--- config.mk ---
export PLATFORM = sky130hd
export DESIGN_NAME = life_tone_seq
export DESIGN_NICKNAME = d
export VERILOG_FILES = /design/src/rtl/tone_pkg.sv /design/src/rtl/tone_timer.sv /design/src/rtl/life_tone_seq.sv
export SDC_FILE = /design/constraint.sdc
export NUM_CORES = 1
export LEC_CHECK = 0
export BUFFER_PORTS_ARGS = -buffer_cell sky130_fd_sc_hd__buf_4
export CORE_UTILIZATION = 40
export DETAILED_ROUTE_END_ITERATION = 8
export PLACE_DENSITY = 0.6
export SLEW_MARGIN = 5
export SYNTH_ARGS = -nofsm -noshare
export SYNTH_HDL_FRONTEND = slang
export SYNTH_SLANG_ARGS = --single-unit
--- constraint.sdc ---
create_clock -name clk -period 2.9 [get_ports clk]
set_input_delay 0.58 -clock clk [delete_from_list [all_inputs] [get_ports clk]]
set_output_delay 0.58 -clock clk [all_outputs]
set_load 0.03 [all_outputs]
--- src/rtl/tone_pkg.sv ---
`default_nettype none
// ============================================================================
// tone_pkg : note set, divisor helper, jingle ROMs and FSM state for life_tone_seq
// Rev 1.0
// ============================================================================
package tone_pkg;

    localparam int CNT_W = 32;
    localparam int DIV_W = 22;
    localparam int IDX_W = 2;

    typedef enum logic [2:0] {
        NOTE_SIL = 3'd0,
        NOTE_C4  = 3'd1,
        NOTE_D4  = 3'd2,
        NOTE_E4  = 3'd3,
        NOTE_G4  = 3'd4,
        NOTE_C5  = 3'd5,
        NOTE_E5  = 3'd6,
        NOTE_G5  = 3'd7
    } note_e;

    localparam int FREQ_C4 = 262;
    localparam int FREQ_D4 = 294;
    localparam int FREQ_E4 = 330;
    localparam int FREQ_G4 = 392;
    localparam int FREQ_C5 = 523;
    localparam int FREQ_E5 = 659;
    localparam int FREQ_G5 = 784;

    typedef enum logic [1:0] {
        JG_OVER = 2'd0,
        JG_UP   = 2'd1,
        JG_DOWN = 2'd2
    } jingle_e;

    typedef enum logic [1:0] {
        ST_IDLE = 2'd0,
        ST_PLAY = 2'd1,
        ST_GAP  = 2'd2
    } state_e;

    function automatic int note_freq(input note_e n);
        case (n)
            NOTE_C4: return FREQ_C4;
            NOTE_D4: return FREQ_D4;
            NOTE_E4: return FREQ_E4;
            NOTE_G4: return FREQ_G4;
            NOTE_C5: return FREQ_C5;
            NOTE_E5: return FREQ_E5;
            NOTE_G5: return FREQ_G5;
            default: return 1;
        endcase
    endfunction

    // Silence is divisor 1; the external generator pairs it with volume 0.
    function automatic logic [DIV_W-1:0] note_div(input int clk_hz, input note_e n);
        if (n == NOTE_SIL) return DIV_W'(1);
        return DIV_W'((clk_hz / 2) / note_freq(n));
    endfunction

    function automatic logic [2:0] jingle_len(input jingle_e j);
        return (j == JG_OVER) ? 3'd4 : 3'd3;
    endfunction

    function automatic note_e jingle_note(input jingle_e j, input logic [IDX_W-1:0] i);
        case (j)
            JG_OVER: return (i == 2'd0) ? NOTE_G4 : (i == 2'd1) ? NOTE_E4 : NOTE_C4;
            JG_UP:   return (i == 2'd0) ? NOTE_C5 : (i == 2'd1) ? NOTE_E5 : NOTE_G5;
            JG_DOWN: return (i == 2'd0) ? NOTE_E4 : (i == 2'd1) ? NOTE_D4 : NOTE_C4;
            default: return NOTE_SIL;
        endcase
    endfunction

endpackage
`default_nettype wire

--- src/rtl/tone_timer.sv ---
`default_nettype none
// ============================================================================
// tone_timer : loadable down-counter; done is high on the last counted cycle
// Rev 1.0
// ============================================================================
module tone_timer
    import tone_pkg::*;
(
    input  logic             clk,
    input  logic             rst,
    input  logic             load,
    input  logic [CNT_W-1:0] load_val,
    output logic             done
);

    logic [CNT_W-1:0] r_count;

    always_ff @(posedge clk) begin
        if (!rst) begin
            r_count <= '0;
        end else if (load) begin
            r_count <= load_val;
        end else if (r_count != '0) begin
            r_count <= r_count - CNT_W'(1);
        end
    end

    // A load of N yields done on the Nth cycle after the load edge.
    assign done = (r_count == CNT_W'(1));

endmodule
`default_nettype wire

--- src/rtl/life_tone_seq.sv ---
`default_nettype none
// ============================================================================
// life_tone_seq : plays a short jingle on every life change, else a sustain tone
// Rev 1.0
// ============================================================================
module life_tone_seq
    import tone_pkg::*;
#(
    parameter int CLK_HZ  = 100_000_000,
    parameter int LIFE_W  = 3,
    parameter int NOTE_MS = 120,
    parameter int GAP_MS  = 20,
    parameter int VOL     = 3
) (
    input  logic              clk,
    input  logic              rst,
    input  logic [LIFE_W-1:0] life,
    input  logic              sustain_en,
    output logic [21:0]       note_div_left,
    output logic [21:0]       note_div_right,
    output logic [2:0]        volume,
    output logic              busy
);

    localparam int NOTE_RAW = CLK_HZ / 1000 * NOTE_MS;
    localparam int GAP_RAW  = CLK_HZ / 1000 * GAP_MS;
    localparam logic [CNT_W-1:0] NOTE_CYC = (NOTE_RAW < 1) ? CNT_W'(1) : CNT_W'(NOTE_RAW);
    localparam logic [CNT_W-1:0] GAP_CYC  = (GAP_RAW < 1) ? '0 : CNT_W'(GAP_RAW);
    localparam logic [2:0]       VOL_L    = 3'(VOL);

    localparam logic [DIV_W-1:0] DIV_TAB [8] = '{
        note_div(CLK_HZ, NOTE_SIL), note_div(CLK_HZ, NOTE_C4),
        note_div(CLK_HZ, NOTE_D4),  note_div(CLK_HZ, NOTE_E4),
        note_div(CLK_HZ, NOTE_G4),  note_div(CLK_HZ, NOTE_C5),
        note_div(CLK_HZ, NOTE_E5),  note_div(CLK_HZ, NOTE_G5)
    };

    function automatic note_e sustain_note(input logic [LIFE_W-1:0] l);
        int unsigned v;
        v = 32'(l);
        if (v == 0) return NOTE_SIL;
        if (v == 1) return NOTE_C4;
        if (v == 2) return NOTE_D4;
        if (v == 3) return NOTE_E4;
        return NOTE_G4;
    endfunction

    logic [LIFE_W-1:0] r_life_q;
    state_e            r_state, w_state_n;
    jingle_e           r_jingle, w_jingle_n, w_cls;
    logic [IDX_W-1:0]  r_idx, w_idx_n;
    logic              w_event, w_last, w_done, w_load;
    logic [CNT_W-1:0]  w_load_val;
    note_e             w_note;
    logic [2:0]        w_vol;
    logic              w_busy;

    // Reset also captures life, so releasing reset never fires a jingle.
    always_ff @(posedge clk) begin
        r_life_q <= life;
    end

    assign w_event = (life != r_life_q);
    assign w_cls   = (life == '0) ? JG_OVER : (life > r_life_q) ? JG_UP : JG_DOWN;
    assign w_last  = ({1'b0, r_idx} == (jingle_len(r_jingle) - 3'd1));

    tone_timer u_timer (
        .clk      (clk),
        .rst      (rst),
        .load     (w_load),
        .load_val (w_load_val),
        .done     (w_done)
    );

    always_ff @(posedge clk) begin
        if (!rst) begin
            r_state  <= ST_IDLE;
            r_jingle <= JG_DOWN;
            r_idx    <= '0;
        end else begin
            r_state  <= w_state_n;
            r_jingle <= w_jingle_n;
            r_idx    <= w_idx_n;
        end
    end

    always_comb begin
        w_state_n  = r_state;
        w_jingle_n = r_jingle;
        w_idx_n    = r_idx;
        w_load     = 1'b0;
        w_load_val = '0;
        if (w_event) begin
            w_state_n  = ST_PLAY;
            w_jingle_n = w_cls;
            w_idx_n    = '0;
            w_load     = 1'b1;
            w_load_val = NOTE_CYC;
        end else if (w_done && (r_state != ST_IDLE)) begin
            // A zero-length gap goes straight on to the next note.
            if (r_state == ST_PLAY && GAP_CYC != '0) begin
                w_state_n  = ST_GAP;
                w_load     = 1'b1;
                w_load_val = GAP_CYC;
            end else if (w_last) begin
                w_state_n  = ST_IDLE;
            end else begin
                w_state_n  = ST_PLAY;
                w_idx_n    = r_idx + IDX_W'(1);
                w_load     = 1'b1;
                w_load_val = NOTE_CYC;
            end
        end
    end

    always_comb begin
        w_note = NOTE_SIL;
        w_vol  = '0;
        w_busy = 1'b0;
        case (r_state)
            ST_PLAY: begin
                w_note = jingle_note(r_jingle, r_idx);
                w_vol  = VOL_L;
                w_busy = 1'b1;
            end
            ST_GAP: begin
                w_busy = 1'b1;
            end
            default: begin
                if (sustain_en) begin
                    w_note = sustain_note(r_life_q);
                    if (w_note != NOTE_SIL) w_vol = VOL_L;
                end
            end
        endcase
    end

    always_ff @(posedge clk) begin
        if (!rst) begin
            note_div_left  <= 22'd1;
            note_div_right <= 22'd1;
            volume         <= 3'd0;
            busy           <= 1'b0;
        end else begin
            note_div_left  <= DIV_TAB[w_note];
            note_div_right <= DIV_TAB[w_note];
            volume         <= w_vol;
            busy           <= w_busy;
        end
    end

endmodule
`default_nettype wire

==> results.cfg <==
[sta]
clock.fmax_mhz = 408
finalMaxSlewViolations = 0
period_minus_slack_ns = 2.45
rsz0062_at_grt = no
timing.slew.headroom = 0.551
hold_viol_final = 0
setup_slack_ns = 0.449
final.setup.tns_ns = 0
max_slew.worst_pin.slew_ns = 0.668
finalCritPeriodShare = 0.845
hold_ws_ns = 0.359
report.final.setup_viol = 0
clock_skew_ns = 0.00739

[power]
power_mw = 2.27
leakagePower_nw = 1.48
vdd_drop_max_mv = 0.276
powerDensity_mw_per_mm2 = 625

[status]
status = complete, no violations

[synth]
ys_types = 56
yosys_warnings = 0
synth-edff-count = 0
syn_inst = 356
yosysSeqAreaShare = 0.376
synth-async-reset-ratio = 0
synth_seq_cells = 59
ys.flop_type = dfxtp_1
synth_area_per_cell_sq_um = 8.83
mappedNetlistArea_sq_mm = 0.00314

[route]
dr.pass1.iters = 4
drc = 0
antenna_left = 0
wl_met2_um = 3030
via_count = 2487
highest_layer = met4
wl_met3_um = 339
wl_per_cell_um = 13.0
dr.first_iter.drc_count = 104
drt-total-wl_um = 6380
drt-vias-per-instance = 5.09
drt-met1-wl_um = 2910

[critical_path]
crit_required_ns = 3.19
crit_chain = inv_1, ha_1, or4b_4, nor4_4, nand2_2, o31ai_4, o22a_1, o221a_1
cp_slowest_stage_delay_ns = 0.53
crit_path_max_fanout = 5
crit_path_start_kind = register
cp.arrival_ns = 2.74
path_class = register to register
crit_slowest_cell = or4b_4
worstSetupEndpointType = register

[floorplan]
rows = 31
die_w_um = 90.7
dieHeight_um = 90.7
fp.coreArea_sq_mm = 0.00741
io_pins = 54
initial_core_util = 0.424
dieArea_sq_mm = 0.00822

[global_route]
grt_pass1_vias = 2231
grt.total_usage = 0.166
grt_max_degree = 30
grt-ovfl-total = 0
grt_pass1_wl_um = 10800
antenna_found_initial = 0

[layout]
final_area_sq_mm = 0.00364
multi_input_area_sq_mm = 0.00167
nNetsFinal = 406
syn2layout_area_growth_pct = 15.8
layout.cells.non_filler = 489
layout_common_cells = dfxtp_1 (59), buf_4 (50), nor2_1 (39)
final_common_cell = dfxtp_1
nFillCells = 699
fin_util = 0.491
layout-drive-gt1-share = 0.203
regArea_sq_mm = 0.00118
diodes = 0

[place]
place_area_sq_mm = 0.00339
dp.cells = 473
place_congestion = 0.841
pre_cts_ws_ns = 0.470
dp_hpwl_um = 4780
numPortBuffers = 44

[job]
max-cap-violations = 0

[worst_hold_path]
hold_class = primary input to register

[cts]
path_clk_slew_ns = 0.07
cts_root_buffer = clkbuf_8
hold_buffers = 0
cts_max_level = 3
cts_tree = done
cts-resized-gates = 0
cts_sinks = 59
insertion_delay_ns = 0.34
clockBufferDepth = 2
post_cts.repair.setup_buffers = 0
cts_made_buffers = 9
[routing by layer]
layer / GRT usage / vias to the layer above
met2: 0.277 / 74
met1: 0.201 / 1130
li1: - / 1274
met4: 0.0645 / 0
met3: 0.0463 / 9
met5: 0 / -
[logic make-up after synthesis]
| logic type | Yosys count | synth area share |
|---|---|---|
| other | 1 | 0.00119 |
| buffers and inverters | 51 | 0.103 |
| and+or+nand+nor | 145 | 0.251 |
| AOI/OAI and AO/OA | 59 | 0.135 |
| adders and majority gates | 15 | 0.0597 |
| DFF | 59 | 0.376 |
| muxes | 2 | 0.00676 |
| xor gates and xnor gates | 24 | 0.0669 |
[worst max-delay path: cells and delay by family, from the launching register on]
family                     cells  cell delay, ns
buffers and inverters          1            0.05
adders and majority gates      1            0.20
DFF                            1            0.35
and+or+nand+nor                3            1.09
AOI/OAI and AO/OA              3            0.71
[final cells by class]
class / count / area share
well taps: 99 / 0.0340
flip-flops and latches: 59 / 0.325
clock buffers: 9 / 0.0340
clock inverters: 7 / 0.0344
repair buffers: 50 / 0.103
inverters: 11 / 0.0113
multi-input cells: 254 / 0.459
[state kept, by name, summed over array words and instances (netlist names)]
signal	count
u_timer.r_count	32
note_div_right	16
r_life_q	3
r_idx	2
r_jingle	2
r_state	2
busy	1
volume	1
[worst paths after layout]
kind | cells past startpoint | end | slack (ns) | from
setup / recovery | 8 | u_timer.r_count[16] | 0.45 | r_state[0]
hold / removal | 1 | r_life_q[0] | 0.36 | life[0]
setup reg to reg | 8 | u_timer.r_count[16] | 0.45 | r_state[0]
hold reg to reg | 2 | r_state[1] | 0.46 | r_state[1]
[power breakdown]
part | switching, mW | internal, mW
Combinational | 0.273 | 0.165
Clock | 0.356 | 0.578
Sequential | 0.0452 | 0.857
Total | 0.675 | 1.60
[synthesized netlist by cell type, types with 2 or more instances]
cell type,instances,area [sq um]
nor2_1,39,146
nand3_1,8,40.0
nor3_1,8,40.0
o31ai_1,3,22.5
a21boi_0,11,82.6
buf_4,33,248
nor4_4,2,42.5
or3_1,5,31.3
clkbuf_1,5,18.8
nor2b_1,4,25.0
inv_1,11,41.3
o221a_1,2,22.5
nor4_2,3,37.5
dfxtp_1,59,1180
nand2b_1,4,25.0
nand4_1,3,18.8
ha_1,15,188
o21a_1,5,37.5
xnor2_1,19,166
and3_1,5,31.3
nor4_1,15,93.8
nor4b_1,2,17.5
o21ai_0,6,30.0
o22a_1,2,17.5
xor2_1,5,43.8
and2_1,3,18.8
a21oi_1,14,70.1
a31oi_1,2,12.5
nand2_1,33,124
a211oi_1,2,15.0
or4_1,3,22.5
Note: power is estimated with default switching activity, not from simulation.
